[config.mk]
export PLATFORM = sky130hd
export DESIGN_NAME = enc_pwm_mixer
export DESIGN_NICKNAME = d
export VERILOG_FILES = /design/src/rtl/enc_pwm_mixer.sv
export SDC_FILE = /design/constraint.sdc
export NUM_CORES = 1
export LEC_CHECK = 0
export CAP_MARGIN = 20
export CELL_PAD_IN_SITES_DETAIL_PLACEMENT = 0
export CELL_PAD_IN_SITES_GLOBAL_PLACEMENT = 1
export CORE_MARGIN = 2
export CORE_UTILIZATION = 48
export CTS_BUF_LIST = sky130_fd_sc_hd__clkbuf_16
export CTS_CLUSTER_DIAMETER = 100
export DETAILED_ROUTE_END_ITERATION = 6
export PLACE_DENSITY = 0.92
export SYNTH_ARGS = -nofsm -noshare
export SYNTH_HDL_FRONTEND = slang
export SYNTH_SLANG_ARGS = --single-unit
[constraint.sdc]
create_clock -name clk -period 2.2 [get_ports clk]
set_input_delay 0.44 -clock clk [delete_from_list [all_inputs] [get_ports clk]]
set_output_delay 0.44 -clock clk [all_outputs]
set_load 0.01 [all_outputs]
[src/rtl/enc_pwm_mixer.sv]
// Multi-channel quadrature-detent mixer: debounced encoder inputs adjust per-channel
// values that drive period-aligned PWM outputs, plus a registered debug readback.
module enc_pwm_mixer #(
  parameter int NCH     = 3,
  parameter int WIDTH   = 8,
  parameter int DEB_DIV = 64
) (
  input  logic             clk,
  input  logic             rst_n,
  input  logic             ena,
  input  logic [NCH-1:0]   enc_a,
  input  logic [NCH-1:0]   enc_b,
  input  logic             sat_mode,
  input  logic             step_x4,
  input  logic [1:0]       dbg_sel,
  output logic [NCH-1:0]   pwm_out,
  output logic [WIDTH-1:0] dbg_val
);

  localparam int              PW         = (DEB_DIV > 1) ? $clog2(DEB_DIV) : 1;
  localparam logic [PW-1:0]   PRESC_LAST = PW'(DEB_DIV - 1);
  localparam logic [WIDTH-1:0] VMAX      = '1;

  logic [NCH-1:0]   a_meta_q, a_meta_d, a_sync_q, a_sync_d;
  logic [NCH-1:0]   b_meta_q, b_meta_d, b_sync_q, b_sync_d;
  logic [PW-1:0]    presc_q, presc_d;
  logic             strobe;
  logic [1:0]       prime_q, prime_d;
  logic [NCH-1:0]   a_samp_q, a_samp_d, b_samp_q, b_samp_d;
  logic [NCH-1:0]   a_deb_q, a_deb_d, b_deb_q, b_deb_d;
  logic [NCH-1:0]   a_agree, b_agree;
  logic [NCH-1:0]   evt_inc_q, evt_inc_d, evt_dec_q, evt_dec_d;
  logic [WIDTH-1:0] value_q [NCH];
  logic [WIDTH-1:0] value_d [NCH];
  logic [WIDTH-1:0] duty_q  [NCH];
  logic [WIDTH-1:0] duty_d  [NCH];
  logic [WIDTH-1:0] pwm_cnt_q, pwm_cnt_d;
  logic [NCH-1:0]   pwm_q, pwm_d;
  logic [WIDTH-1:0] dbg_q, dbg_d;

  function automatic logic [WIDTH-1:0] next_value(input logic [WIDTH-1:0] cur,
                                                  input logic inc,
                                                  input logic sat,
                                                  input logic x4);
    logic [WIDTH:0] step;
    logic [WIDTH:0] sum;
    step = x4 ? (WIDTH+1)'(4) : (WIDTH+1)'(1);
    sum  = {1'b0, cur} + step;
    if (inc) next_value = (sat && sum[WIDTH]) ? VMAX : sum[WIDTH-1:0];
    else     next_value = (sat && ({1'b0, cur} < step)) ? '0 : cur - step[WIDTH-1:0];
  endfunction

  // NOTE: every always_comb output gets a default first so no path can infer a latch.
  always_comb begin
    a_meta_d  = enc_a;
    a_sync_d  = a_meta_q;
    b_meta_d  = enc_b;
    b_sync_d  = b_meta_q;
    strobe    = (presc_q == PRESC_LAST);
    presc_d   = strobe ? '0 : presc_q + 1'b1;
    prime_d   = prime_q;
    a_samp_d  = a_samp_q;
    b_samp_d  = b_samp_q;
    a_deb_d   = a_deb_q;
    b_deb_d   = b_deb_q;
    evt_inc_d = '0;
    evt_dec_d = '0;
    a_agree   = ~(a_sync_q ^ a_samp_q);
    b_agree   = ~(b_sync_q ^ b_samp_q);

    if (strobe) begin
      a_samp_d = a_sync_q;
      b_samp_d = b_sync_q;
      a_deb_d  = (a_agree & a_sync_q) | (~a_agree & a_deb_q);
      b_deb_d  = (b_agree & b_sync_q) | (~b_agree & b_deb_q);
      // The first two strobes only settle the debouncers onto reset-release levels.
      if (prime_q != 2'd2) begin
        prime_d = prime_q + 2'd1;
      end else begin
        evt_inc_d = a_deb_d & ~a_deb_q & ~b_deb_q;
        evt_dec_d = a_deb_d & ~a_deb_q &  b_deb_q;
      end
    end

    pwm_cnt_d = ena ? pwm_cnt_q + 1'b1 : pwm_cnt_q;
    dbg_d     = '0;
    for (int i = 0; i < NCH; i++) begin
      value_d[i] = value_q[i];
      if (ena && (evt_inc_q[i] || evt_dec_q[i]))
        value_d[i] = next_value(value_q[i], evt_inc_q[i], sat_mode, step_x4);
      duty_d[i] = (pwm_cnt_q == VMAX) ? value_q[i] : duty_q[i];
      pwm_d[i]  = ena && (pwm_cnt_q < duty_q[i]);
      if (int'(dbg_sel) == i) dbg_d = value_q[i];
    end
  end

  // NOTE: sequential state uses non-blocking assignments only, so every flop
  // samples pre-edge values regardless of statement order.
  always_ff @(posedge clk or negedge rst_n) begin
    if (!rst_n) begin
      a_meta_q  <= '0;
      a_sync_q  <= '0;
      b_meta_q  <= '0;
      b_sync_q  <= '0;
      presc_q   <= '0;
      prime_q   <= '0;
      a_samp_q  <= '0;
      b_samp_q  <= '0;
      a_deb_q   <= '0;
      b_deb_q   <= '0;
      evt_inc_q <= '0;
      evt_dec_q <= '0;
      pwm_cnt_q <= '0;
      pwm_q     <= '0;
      dbg_q     <= '0;
      // NOTE: these register arrays are reset element by element; they are flops
      // whose contents are visible on outputs, not RAM that could skip reset.
      for (int i = 0; i < NCH; i++) begin
        value_q[i] <= '0;
        duty_q[i]  <= '0;
      end
    end else begin
      a_meta_q  <= a_meta_d;
      a_sync_q  <= a_sync_d;
      b_meta_q  <= b_meta_d;
      b_sync_q  <= b_sync_d;
      presc_q   <= presc_d;
      prime_q   <= prime_d;
      a_samp_q  <= a_samp_d;
      b_samp_q  <= b_samp_d;
      a_deb_q   <= a_deb_d;
      b_deb_q   <= b_deb_d;
      evt_inc_q <= evt_inc_d;
      evt_dec_q <= evt_dec_d;
      pwm_cnt_q <= pwm_cnt_d;
      pwm_q     <= pwm_d;
      dbg_q     <= dbg_d;
      for (int i = 0; i < NCH; i++) begin
        value_q[i] <= value_d[i];
        duty_q[i]  <= duty_d[i];
      end
    end
  end

  assign pwm_out = pwm_q;
  assign dbg_val = dbg_q;

endmodule
Word-level counts from Yosys, hierarchy flattened
Index checks and enable logic that the tools add are counted.
{"block": "word_totals", "regBits": 105, "elab_cells": 93, "inputBits": 13}
{"block": "op_classes", "n_reduce_logical": 17, "n_lt_le_gt_ge": 6, "eq_ne": 5, "mux": 18, "n_bitwise": 17, "add_sub_neg": 9}
{"op": "$mux 8", "n": 12}
{"op": "$lt 8x8->1", "n": 3}
{"op": "$and 3x3->3", "n": 7}
{"op": "$add 8x9->9", "n": 2}
{"op": "$lt 8x9->1", "n": 2}
{"op": "$not 3->3", "n": 6}
{"op": "$sub 8x8->8", "n": 2}
{"op": "$mux 3", "n": 5}
{"op": "$logic_and 1x1->1", "n": 12}
{"op": "$add 8x3->9", "n": 1}
{"op": "$add 8x1->8 const B", "n": 1}
{"op": "$eq 8x8->1 const B", "n": 1}
{"op": "$lt 8x3->1", "n": 1}
{"op": "$sub 8x3->8", "n": 1}
{"op": "$add 6x1->6 const B", "n": 1}
{"op": "$eq 6x6->1 const B", "n": 1}
{"op": "$mux 6", "n": 1}
{"op": "$or 3x3->3", "n": 2}
{"op": "$xor 3x3->3", "n": 2}
{"op": "$eq 2x2->1 const B", "n": 2}
{"op": "$logic_or 1x1->1", "n": 3}
{"op": "$add 2x1->2 const B", "n": 1}
{"op": "$logic_not 2->1", "n": 1}
{"op": "$ne 2x2->1 const B", "n": 1}
{"op": "$reduce_and 2->1", "n": 1}

Logic depth before layout (Yosys ltp)
{"block": "logic_depth", "word_depth": 9, "depth_mapped": 8}

Worst setup path after synthesis
Ideal clock, no wire load.
{"block": "synth_path", "kind": "input -> register", "from": "in step_x4", "to": "reg value_q[11] in the netlist's numbering", "setup_ns": 0.126, "n_path_buf": 1, "slack_ns": 0.121, "cell_stages": 8, "required_ns": 2.074, "t_arrival_ns": 1.953, "path_cell_list": "inv_1 ha_1 buf_4 nand2b_1 a21oi_1 a31oi_2 nand3_1 o32a_1"}
{"block": "synth_via", "elab_chain_cells": 5, "word_cells_on_any_way": 9, "classes_between": "add/sub (2); order compare (1); mux (4); reduce/logical (2)"}
{"item": "start, declared", "line": "14", "source": "input logic step_x4,"}
{"item": "$mux 3 (*)", "line": "47", "source": "step = x4 ? (WIDTH+1)'(4) : (WIDTH+1)'(1);"}
{"item": "$add 8x9->9 / $lt 8x9->1 (equally long branches)", "line": "48, 50"}
{"item": "$logic_and 1x1->1, on equally long branches", "line": "49, 50"}
{"item": "$mux 8, on equally long branches", "line": "49, 50"}
{"item": "$mux 8 (*)", "line": "49", "source": "if (inc) next_value = (sat && sum[WIDTH]) ? VMAX : sum[WIDTH-1:0];"}
{"item": "end signal, assigned by index", "line": "139", "source": "value_q[i] <= value_d[i];"}
{"item": "end, declared", "line": "33", "source": "logic [WIDTH-1:0] value_q [NCH];"}
Every way passes the cells marked *; elsewhere a longest branch is shown, timed or not.
A chain may end at the register's enable or synchronous reset.

Worst setup path after layout
{"block": "layout_path", "from": "reg value_q[8] in the netlist's numbering", "to": "reg value_q[15] in the netlist's numbering"}
{"block": "layout_via", "elab_chain_cells": 4, "word_cells_on_any_way": 8, "classes_between": "add/sub (2); order compare (1); mux (3); reduce/logical (2)"}
{"item": "$add 8x9->9 / $lt 8x9->1 (equally long branches)", "line": "48, 50"}
{"item": "$logic_and 1x1->1, on equally long branches", "line": "49, 50"}
{"item": "$mux 8, on equally long branches", "line": "49, 50"}
{"item": "$mux 8 (*)", "line": "49"}
Marked as above.

==> flow_summary.toml <==
[clocking]
cts_hold_buf = 0
numCtsBuffers = 9
clkLatencyLatePin_ns = 0.37
htree_levels = 3
clock_tree.root_cell = "clkbuf_16"
cts_buffer_depth = 2
cts.sinks = 105
post-cts-setup-buffers = 0
clkSlewWorstSetupHoldPaths_ns = 0.08
cts_tree = "yes"

[power]
internal_power_w = 0.00322
power.share.clock = 0.359
seq_power_share = 0.478
leakage_nw = 3.03
peakVddDrop_v = 0.000585
power_density_nw_per_um2 = 665
design_power_total_w = 0.00458
p_sw_frac = 0.296
p_sw_w = 0.00135
combPwrFrac = 0.163

[grt]
antenna_found_initial = 0
overflow = 0
grt_pass1_wl_mm = 23.2
grt_start_max_net_pins = 106
grt_pass1_vias = 4708
grtUsageTotal = 0.227

[floorplanning]
dieHeight_um = 114
core_area_um2 = 11900
pin_count = 24
dieArea_um2 = 13000
die-width_um = 114
rows = 40
initial_core_util = 0.487

[synth]
syn_nets = 670
synth-edff-count = 0
synthTopCellsByArea = "dfrtp_1, ha_1, o21ai_0"
synthDistinctLibCells = 69
synthFlopType = "dfrtp_1"
synthSimpleGateAreaFrac = 0.151
yosysWarnings = 0
syn_area_um2 = 5810
synth_top_area_cell = "dfrtp_1"
synth_top_family_by_area = "compound AO/OA/AOI/OAI gates"
synth.top_cell.area_share = 0.452
synth_xor_xnor_area_share = 0.0241
synth_cells = 615
ys_seq_area_frac = 0.452
synthMuxAreaShare = 0.0308
syn_area_per_cell_um2 = 9.44
synth-seq-cells = 105
synth_compound_area_frac = 0.195
synthArstFlopShare = 1.00
synth_fa_ha_area_frac = 0.0905

[critical_path]
r2r_cells = 7
crit_fanout = 4
critPathRequiredTime_ns = 2.45
rr_startpoint = "value_q[8]$_DFFE_PN0P_"
start_kind = "register"
critPathSlowestCell = "dfrtp_1"
reg2reg_slack_ns = 0.27
worst-setup-path-type = "register to register"
cp.arrival_ns = 2.18
r2r-end = "value_q[15]$_DFFE_PN0P_"
endpoint_kind = "register"
crit_chain = "inv_1 > ha_1 > or2b_2 > a211oi_2 > mux2_2 > o21ai_2 > a21oi_2"
crit_path_max_incr_delay_ns = 0.43

[sta]
finalCriticalPeriod_ns = 1.93
rsz0062_at_grt = "false"
setup_viol = 0
tightest_slew_ns = 0.584
slew_headroom = 0.611
maxSlewViolCount = 0
fin_crit_sh = 0.879
fin_setup_tns_ns = 0
hold_viol = 0
fmax_ghz = 0.517
clock_skew_ns = 0.00820
setup_ws_ns = 0.265

[routing]
ant_nets = 0
drt_iter0_drc = 385
viasPerCell = 5.79
drt_wl_total_mm = 13.8
route.detailed.drc = 0
wl_per_cell_um = 16.7
firstDrtPassIters = 5
vias = 4793

[min_path]
hold_class = "input port to async pin"

[place]
gp_congestion = 0.942
place_ws_ns = -0.464
dp_hpwl_mm = 9.94
numPortBuffers = 23

[final_layout]
post-route-util = 0.578
antenna-diode-count = 0
area_delta_synth_final_pct = 18.5
final_common_cell = "dfrtp_1"
layout_common_cells = "dfrtp_1, o21ai_0, nand2_1"
nets = 731
drive_gt1_frac = 0.151

[flow_run]
maxCapViolCount = 0

[run_status]
status = "complete, no violations"
## synth_stat cells (7+ instances only)
cell / number
dfrtp_1: 105
o21ai_0: 73
nand2_1: 64
inv_1: 50
ha_1: 42
a21oi_1: 33
nor2_1: 27
nand3_1: 18
clkbuf_1: 17
a31oi_1: 10
buf_2: 10
mux2i_1: 10
xnor2_1: 10
nand2b_1: 9
nand4_1: 8
nor4_1: 8
o211ai_1: 8
mux2_2: 7
nor2b_1: 7
## worst max-delay path by stage
stage,slack (ns),from,cells after the start,end
6_report,0.27,value_q[8]$_DFFE_PN0P_,7,value_q[15]$_DFFE_PN0P_
5_1_grt,0.13,value_q[8]$_DFFE_PN0P_,7,value_q[10]$_DFFE_PN0P_
4_1_cts,0.02,step_x4,8,value_q[9]$_DFFE_PN0P_
3_5_place_dp,-0.46,step_x4,8,value_q[14]$_DFFE_PN0P_
3_3_place_gp,-0.42,step_x4,8,value_q[12]$_DFFE_PN0P_
2_1_floorplan,0.12,step_x4,8,value_q[11]$_DFFE_PN0P_
## final cells by class
type | instances | area, µm²
clock inverter | 7 | 85.1
multi-input combinational | 430 | 2900
timing repair inverter | 1 | 6.26
timing repair buffer | 79 | 663
clock buffer | 9 | 225
inverter | 50 | 193
fill | 1061 | 5030
sequential | 105 | 2630
tap | 147 | 184
## sequential cells by signal (all words and copies together) (netlist names), named ones only
| signal | flops |
|---|---|
| dbg_val | 8 |
| pwm_cnt_q | 8 |
| b_sync_q | 3 |
| presc_q | 6 |
| duty_q | 24 |
| b_samp_q | 3 |
| a_samp_q | 3 |
| pwm_out | 3 |
| a_sync_q | 3 |
| evt_inc_q | 3 |
| prime_q | 2 |
| value_q | 24 |
| a_meta_q | 3 |
| evt_dec_q | 3 |
| a_deb_q | 3 |
| b_meta_q | 3 |
## power by group through the flow
| stage | registers, W | clock network [W] | logic [W] |
|---|---|---|---|
| 5_1_grt | 0.00221 | 0.00176 | 0.000842 |
| 3_5_place_dp | 0.00223 | 0 | 0.000746 |
| 4_1_cts | 0.00219 | 0.00169 | 0.000747 |
| 6_report | 0.00219 | 0.00164 | 0.000744 |
| 3_3_place_gp | 0.00222 | 0 | 0.000685 |
| 2_1_floorplan | 0.00217 | 0 | 0.000470 |
## metal layers
layer  vias up  GRT usage  routed length, µm
li1       2300          -                  -
met1      2339      0.302               6400
met2       127      0.363               6550
met3        27     0.0531                586
met4         0     0.0837                286
met5         -          0                  0
## worst max-delay path, delay by kind of cell (launching register included)
kind	cells	cell delay (ns)
AO/OA/AOI/OAI	3	0.42
adder cells (fa/ha/maj)	1	0.16
buffers and inverters	1	0.09
flip-flops	1	0.43
multiplexers	1	0.36
AND/OR/NAND/NOR	1	0.36
## per-stage QoR
step | cell area, µm² | instances | hold slack (ns)
floorplan | 5810 | 615 | 0.144
global placement | 6520 | 811 | 0.332
detailed placement | 6520 | 811 | 0.340
CTS | 6830 | 827 | 0.163
global route | 6880 | 828 | 0.162
finish | 6880 | 828 | 0.101
## logic make-up after synthesis
kind of cell / Yosys count
and+or+nand+nor: 176
adders and majority gates: 42
DFF: 105
AOI/OAI and AO/OA: 179
xor gates and xnor gates: 16
muxes: 17
buffers and inverters: 80
## repair_timing
item	4_1_cts	5_1_grt
gates cloned	0	1
endpoints found under the setup margin	14	19
pin swaps	0	2
endpoints found under the hold margin	0	0
gates resized for setup	1	11
Power figures use the tool's default switching activity.
